$ cat src/rtl/div_pkg.sv
// ---------------------------------------------------------------------------
// div_pkg
//   Shared types and defaults for the sequential restoring divider.
//   - DIV_WIDTH_D : default operand width. It matches the shift-add
//                   multiplier that sits beside the divider.
//   - div_state_t : control FSM encoding (IDLE -> RUN -> DONE -> IDLE).
// ---------------------------------------------------------------------------
package div_pkg;

   localparam int DIV_WIDTH_D = 16;

   typedef enum logic [1:0] {
      IDLE = 2'd0,
      RUN  = 2'd1,
      DONE = 2'd2
   } div_state_t;

endpackage

$ cat src/rtl/seq_div_ctrl.sv
// ---------------------------------------------------------------------------
// seq_div_ctrl
//   Control FSM and iteration counter for seq_divider. The datapath registers
//   live in the parent; this block only issues strobes to it.
//
//   Ports
//     clk        in   rising-edge clock
//     reset      in   asynchronous active-high reset
//     flush      in   synchronous abort (same effect as reset, on next edge)
//     in_valid   in   operands offered
//     out_ready  in   consumer takes the result
//     skip       in   operation can go straight to DONE (zero operand bypass)
//     in_ready   out  idle, operands can be accepted
//     out_valid  out  result is presented
//     load       out  capture operands this edge
//     step       out  perform one restoring iteration this edge
// ---------------------------------------------------------------------------
module seq_div_ctrl
   import div_pkg::*;
#(
   parameter int WIDTH_D = DIV_WIDTH_D,
   parameter int WIDTH_C = $clog2(WIDTH_D)
) (
   input  logic clk,
   input  logic reset,
   input  logic flush,
   input  logic in_valid,
   input  logic out_ready,
   input  logic skip,
   output logic in_ready,
   output logic out_valid,
   output logic load,
   output logic step
);

   localparam logic [WIDTH_C-1:0] LAST_ITER = WIDTH_C'(WIDTH_D - 1);

   div_state_t         state_q, state_d;
   logic [WIDTH_C-1:0] count_q, count_d;

   always_ff @(posedge clk or posedge reset) begin
      if (reset) begin
         state_q <= IDLE;
         count_q <= '0;
      end else if (flush) begin
         state_q <= IDLE;
         count_q <= '0;
      end else begin
         state_q <= state_d;
         count_q <= count_d;
      end
   end

   always_comb begin
      state_d   = state_q;
      count_d   = count_q;
      in_ready  = 1'b0;
      out_valid = 1'b0;
      load      = 1'b0;
      step      = 1'b0;
      case (state_q)
         IDLE: begin
            in_ready = 1'b1;
            if (in_valid) begin
               load    = 1'b1;
               count_d = '0;
               state_d = skip ? DONE : RUN;
            end
         end
         RUN: begin
            step = 1'b1;
            if (count_q == LAST_ITER) begin
               count_d = '0;
               state_d = DONE;
            end else begin
               count_d = count_q + 1'b1;
            end
         end
         DONE: begin
            out_valid = 1'b1;
            // No accept in this cycle: IDLE is only reached on the next edge.
            if (out_ready) begin
               state_d = IDLE;
            end
         end
         default: begin
            state_d = IDLE;
         end
      endcase
   end

endmodule

$ cat src/rtl/seq_divider.sv
// ---------------------------------------------------------------------------
// seq_divider
//   Sequential restoring shift-subtract divider (unsigned). It produces one
//   quotient bit per clock, so a full divide takes WIDTH_D iterations.
//   Division by zero falls out of the restoring algorithm naturally:
//   quotient = all ones, remainder = dividend, and div_by_zero is raised.
//
//   Optional feature: define ZERO_BYPASS_EN to send zero-divisor or
//   zero-dividend operations straight from IDLE to DONE. The results are
//   the same as a full run.
//
//   Ports
//     clk          in   rising-edge clock
//     reset        in   asynchronous active-high reset, clears all state
//     flush        in   synchronous abort, discards any operation in flight
//     in_valid     in   operands valid
//     in_ready     out  divider idle, can accept
//     dividend     in   [WIDTH_D] numerator, sampled on accept
//     divisor      in   [WIDTH_D] denominator, sampled on accept
//     out_valid    out  quotient/remainder valid
//     out_ready    in   consumer accepts result
//     quotient     out  [WIDTH_D] result quotient
//     remainder    out  [WIDTH_D] result remainder
//     div_by_zero  out  divisor was zero; qualified by out_valid
// ---------------------------------------------------------------------------
module seq_divider
   import div_pkg::*;
#(
   parameter int WIDTH_D = DIV_WIDTH_D,
   parameter int WIDTH_C = $clog2(WIDTH_D)
) (
   input  logic               clk,
   input  logic               reset,
   input  logic               flush,
   input  logic               in_valid,
   output logic               in_ready,
   input  logic [WIDTH_D-1:0] dividend,
   input  logic [WIDTH_D-1:0] divisor,
   output logic               out_valid,
   input  logic               out_ready,
   output logic [WIDTH_D-1:0] quotient,
   output logic [WIDTH_D-1:0] remainder,
   output logic               div_by_zero
);

   logic load;
   logic step;
   logic skip;

`ifdef ZERO_BYPASS_EN
   assign skip = (divisor == '0) || (dividend == '0);
`else
   assign skip = 1'b0;
`endif

   seq_div_ctrl #(
      .WIDTH_D (WIDTH_D),
      .WIDTH_C (WIDTH_C)
   ) u_ctrl (
      .clk       (clk),
      .reset     (reset),
      .flush     (flush),
      .in_valid  (in_valid),
      .out_ready (out_ready),
      .skip      (skip),
      .in_ready  (in_ready),
      .out_valid (out_valid),
      .load      (load),
      .step      (step)
   );

   // q_q starts as the dividend. Each step shifts one dividend bit out of its
   // MSB into the partial remainder and shifts one quotient bit into its LSB.
   logic [WIDTH_D-1:0] q_q;
   logic [WIDTH_D-1:0] r_q;
   logic [WIDTH_D-1:0] d_q;
   logic               dbz_q;

   // The partial remainder always fits in WIDTH_D bits: it is below the
   // divisor, or for a zero divisor it holds at most WIDTH_D shifted-in bits.
   // Only the shifted value and the trial difference need the extra bit.
   logic [WIDTH_D:0] shifted;
   logic [WIDTH_D:0] trial;

   assign shifted = {r_q, q_q[WIDTH_D-1]};
   assign trial   = shifted - {1'b0, d_q};

   always_ff @(posedge clk or posedge reset) begin
      if (reset) begin
         q_q   <= '0;
         r_q   <= '0;
         d_q   <= '0;
         dbz_q <= 1'b0;
      end else if (flush) begin
         q_q   <= '0;
         r_q   <= '0;
         d_q   <= '0;
         dbz_q <= 1'b0;
      end else if (load) begin
         d_q   <= divisor;
         dbz_q <= (divisor == '0);
         if (skip) begin
            // Final values of a full run: x/0 -> (all ones, x), 0/d -> (0, 0).
            // In both cases the remainder equals the dividend.
            q_q <= (divisor == '0) ? '1 : '0;
            r_q <= dividend;
         end else begin
            q_q <= dividend;
            r_q <= '0;
         end
      end else if (step) begin
         if (!trial[WIDTH_D]) begin
            r_q <= trial[WIDTH_D-1:0];
            q_q <= {q_q[WIDTH_D-2:0], 1'b1};
         end else begin
            r_q <= shifted[WIDTH_D-1:0];
            q_q <= {q_q[WIDTH_D-2:0], 1'b0};
         end
      end
   end

   assign quotient    = q_q;
   assign remainder   = r_q;
   assign div_by_zero = dbz_q;

endmodule

$ cat config.mk
export PLATFORM = sky130hd
export DESIGN_NAME = seq_divider
export DESIGN_NICKNAME = d
export VERILOG_FILES = /design/src/rtl/div_pkg.sv /design/src/rtl/seq_div_ctrl.sv /design/src/rtl/seq_divider.sv
export SDC_FILE = /design/constraint.sdc
export NUM_CORES = 1
export LEC_CHECK = 0
export CAP_MARGIN = 20
export CORE_MARGIN = 2
export CORE_UTILIZATION = 47
export CTS_BUF_LIST = sky130_fd_sc_hd__clkbuf_8
export CTS_CLUSTER_SIZE = 10
export DETAILED_ROUTE_END_ITERATION = 10
export PLACE_DENSITY = 0.87
export SYNTH_ARGS = -nofsm -noshare
export SYNTH_HDL_FRONTEND = slang
export SYNTH_SLANG_ARGS = --single-unit
$ cat constraint.sdc
create_clock -name clk -period 3.1 [get_ports clk]
set_input_delay 0.31 -clock clk [delete_from_list [all_inputs] [get_ports clk]]
set_output_delay 0.31 -clock clk [all_outputs]
set_load 0.05 [all_outputs]
==> results by group <==
Timing
  – Setup TNS: 0 ps
  – Worst slew pin tran: 969.3 ps
  – Relative slew slack: 34.88%
  – RSZ-0062 raised after global routing: no
  – Achievable Freq: 363.5 MHz
  – Slew Limit Fails: 0
  – Tcrit/Tclk final: 88.74%
  – WHS: 408.5 ps
  – Final setup violating endpoints: 0
  – Final min period: 2751 ps
  – Final hold violation count: 0
  – Worst Skew: 17.14 ps

Floorplan
  – Die width: 87.72 um
  – Die area: 0.007695 mm^2
  – Core area: 0.006794 mm^2
  – Core Rows: 30
  – Initial core utilization: 48.49%
  – Die height: 87.72 um
  – Ports: 72

Finish
  – Share of cells above drive strength 1: 4.762%
  – Final Core Density: 61.92%
  – Fin cells: 537
  – Layout area overhead: 27.69%
  – Number of nets in the layout: 495
  – Diode count: 0

Route
  – Wire per inst: 15.21 um
  – Via count: 2935
  – 1st-iter DRT viols: 149
  – Vias per inst: 5.466
  – DRT antenna net count: 0
  – 1st-pass router iterations: 4
  – DRC: 0
  – Detailed Route WL: 8.169 mm

Synth
  – Sequential fraction of the synthesis area: 41.78%
  – Syn. warnings: 0
  – Post-synth EDFFs: 0
  – Syn Area/Cell: 8.880 um^2
  – Post-Synthesis Cells: 371
  – Number of synthesized register bits: 55
  – Most used DFF post-synth: dfrtp_1
  – Post-synthesis cell type count: 40
  – Syn Nets: 426
  – Netlist Area Pre-Place: 0.003294 mm^2
  – Asr flop ratio synth: 100.0%

Critical path
  – Max FO, Critical Path: 18
  – CP Cell Sequence: inv_1, ha_1, inv_1, fa_1, a31oi_1, o31a_4, o21ai_4, xor2_4, buf_4, mux2i_1, o21ai_1
  – Worst R2R Start: quotient[15]$_DFFE_PP0P_
  – Crit path top cell by count: inv_1
  – CP Capture Type: flop
  – WP buf/inv: 3
  – CP required: 3290 ps
  – CP Launch Point: quotient[15]$_DFFE_PP0P_
  – CP max stage cell: dfrtp_1
  – Top Family by Delay on Critical Path: compound AO/OA/AOI/OAI gates
  – Largest stage delay, worst path: 410 ps
  – CP Class: reg2reg
  – WP data arrival: 2940 ps
  – Startpoint types: flop

CTS
  – CTS Buf Count: 5
  – Resized Gates After CTS: 0
  – Post-CTS Setup Bufs: 0
  – CTS max path bufs: 2
  – Clk sinks: 55
  – TritonCTS clock tree: done
  – H-tree depth: 2
  – Insertion delay to the later sink of the worst-skew pair: 330 ps
  – Clock-pin slew on the worst setup and hold paths: 120 ps
  – Hold Buf Count CTS: 0
  – Root buf cell: clkbuf_8

Global routing
  – First-pass GRT wire length: 13.49 mm
  – Largest net degree at the start of global routing: 34
  – Vias in the first global route: 2797
  – Tot GR Track Use: 22.44%
  – Gr ovfl total: 0
  – Antenna violations before repair: 0

Pwr
  – Total power: 4.217 mW
  – Worst VDD drop: 0.5531 mV
  – PwrDens: 1003 mW/mm^2
  – Leak: 1.814 nW

Worst hold path
  – Hold crit path type: in2async

Placed design
  – Post-Place Cells: 529
  – PortBufs: 71
  – Dpl hpwl: 6.261 mm
  – Routability cong.: 0.8876

Run
  – # Max-Cap Violations: 0

Outcome
  – Status: finished, final reports clean
[cells in the mapped netlist, types with 2 or more instances]
cell type	n	area, um^2
a21o_1	3	22.52
a21oi_1	32	160.2
a22o_1	2	17.52
and2_1	2	12.51
and3_1	2	12.51
buf_1	2	7.510
clkbuf_1	13	48.80
dfrtp_1	55	1376
ha_1	17	212.7
inv_1	19	71.32
mux2i_1	31	310.3
nand2_1	82	307.8
nand3_1	4	20.02
nand4_1	4	25.02
nor2_1	14	52.55
nor2b_1	3	18.77
nor3b_1	3	22.52
nor4_1	4	25.02
o211ai_1	2	15.01
o21a_1	3	22.52
o21ai_0	25	125.1
o21ai_1	17	85.08
o21bai_1	2	15.01
or3_1	4	25.02
xnor2_1	8	70.07
xor2_1	4	35.03
[path summary, 6_finish.rpt]
| check | end | slack (ps) | cells past startpoint |
|---|---|---|---|
| worst max register to register | remainder[4]$_DFFE_PP0P_ | 350 | 11 |
| worst max-delay path | remainder[4]$_DFFE_PP0P_ | 350 | 11 |
| worst min-delay path | d_q[13]$_DFFE_PP0P_ | 410 | 2 |
| min in group clk | quotient[14]$_DFFE_PP0P_ | 520 | 2 |
| worst min register to register | quotient[14]$_DFFE_PP0P_ | 520 | 2 |
| max in group asynchronous | d_q[9]$_DFFE_PP0P_ | 2030 | 3 |
[placed cells by master (no fill, tap or decap), types with 2 or more instances in the layout]
cell type / Yosys / routed
buf_4: 0 / 7
nand4_1: 4 / 4
o21ai_1: 17 / 17
ha_1: 17 / 17
o21a_1: 3 / 3
o21ai_0: 25 / 25
a21oi_1: 32 / 32
nor4_1: 4 / 4
xnor2_1: 8 / 8
clkbuf_8: 0 / 5
xor2_1: 4 / 4
nor3b_1: 3 / 3
mux2i_1: 31 / 31
o21bai_1: 2 / 2
dfrtp_1: 55 / 55
inv_1: 19 / 18
nand3_1: 4 / 4
a22o_1: 2 / 2
nor2_1: 14 / 13
and2_1: 2 / 2
nor2b_1: 3 / 3
nand2_1: 82 / 82
a21o_1: 3 / 3
clkdlybuf4s50_1: 0 / 71
o211ai_1: 2 / 2
and3_1: 2 / 2
or3_1: 4 / 4
[per-stage QoR]
step	cell area, um^2	setup slack (ps)
after floorplan	3294	273.3
after global placement	4104	475.8
after detailed placement	4104	379.2
after CTS	4207	345.5
after global routing	4207	115.5
final	4207	349.1
[layout make-up]
cell class	count	area, um^2
Inverter	19	71.32
Clock buffer	5	68.82
Timing Repair Buffer	78	763.2
Fill cell	567	2587
Sequential cell	55	1376
Multi-Input combinational cell	281	1773
Clock inverter	3	33.78
Tap cell	96	120.1
[report_power, final]
part,leakage [nW],total (mW),switching (mW),internal (mW)
registers,0.746,0.972,0.135,0.837
clock network,0.0515,0.441,0.270,0.171
logic,1.02,2.80,1.61,1.20
[per-layer routing]
metal  vias to the layer above  routed length, um  GRT usage (%)
met2                        67               3959          36.98
met3                        10                258          2.733
met5                         -                  0              0
met4                         0                157          7.273
li1                       1426                  -              -
met1                      1432               3794          30.92
[registers in the layout, summed over array words and instances, names as in the netlist]
register	cells
quotient	16
u_ctrl.state_q	2
remainder	16
d_q	16
div_by_zero	1
u_ctrl.count_q	4
[cells by family after synthesis]
kind of cell               Yosys count  synth area share (%)
muxes                               31                 9.419
DFF                                 55                 41.78
AOI/OAI and AO/OA                   94                 16.75
adders and majority gates           18                 7.064
and+or+nand+nor                    125                 16.48
buffers and inverters               35                 4.482
xor gates and xnor gates            13                 4.026
(Power assumes the default switching activity.)
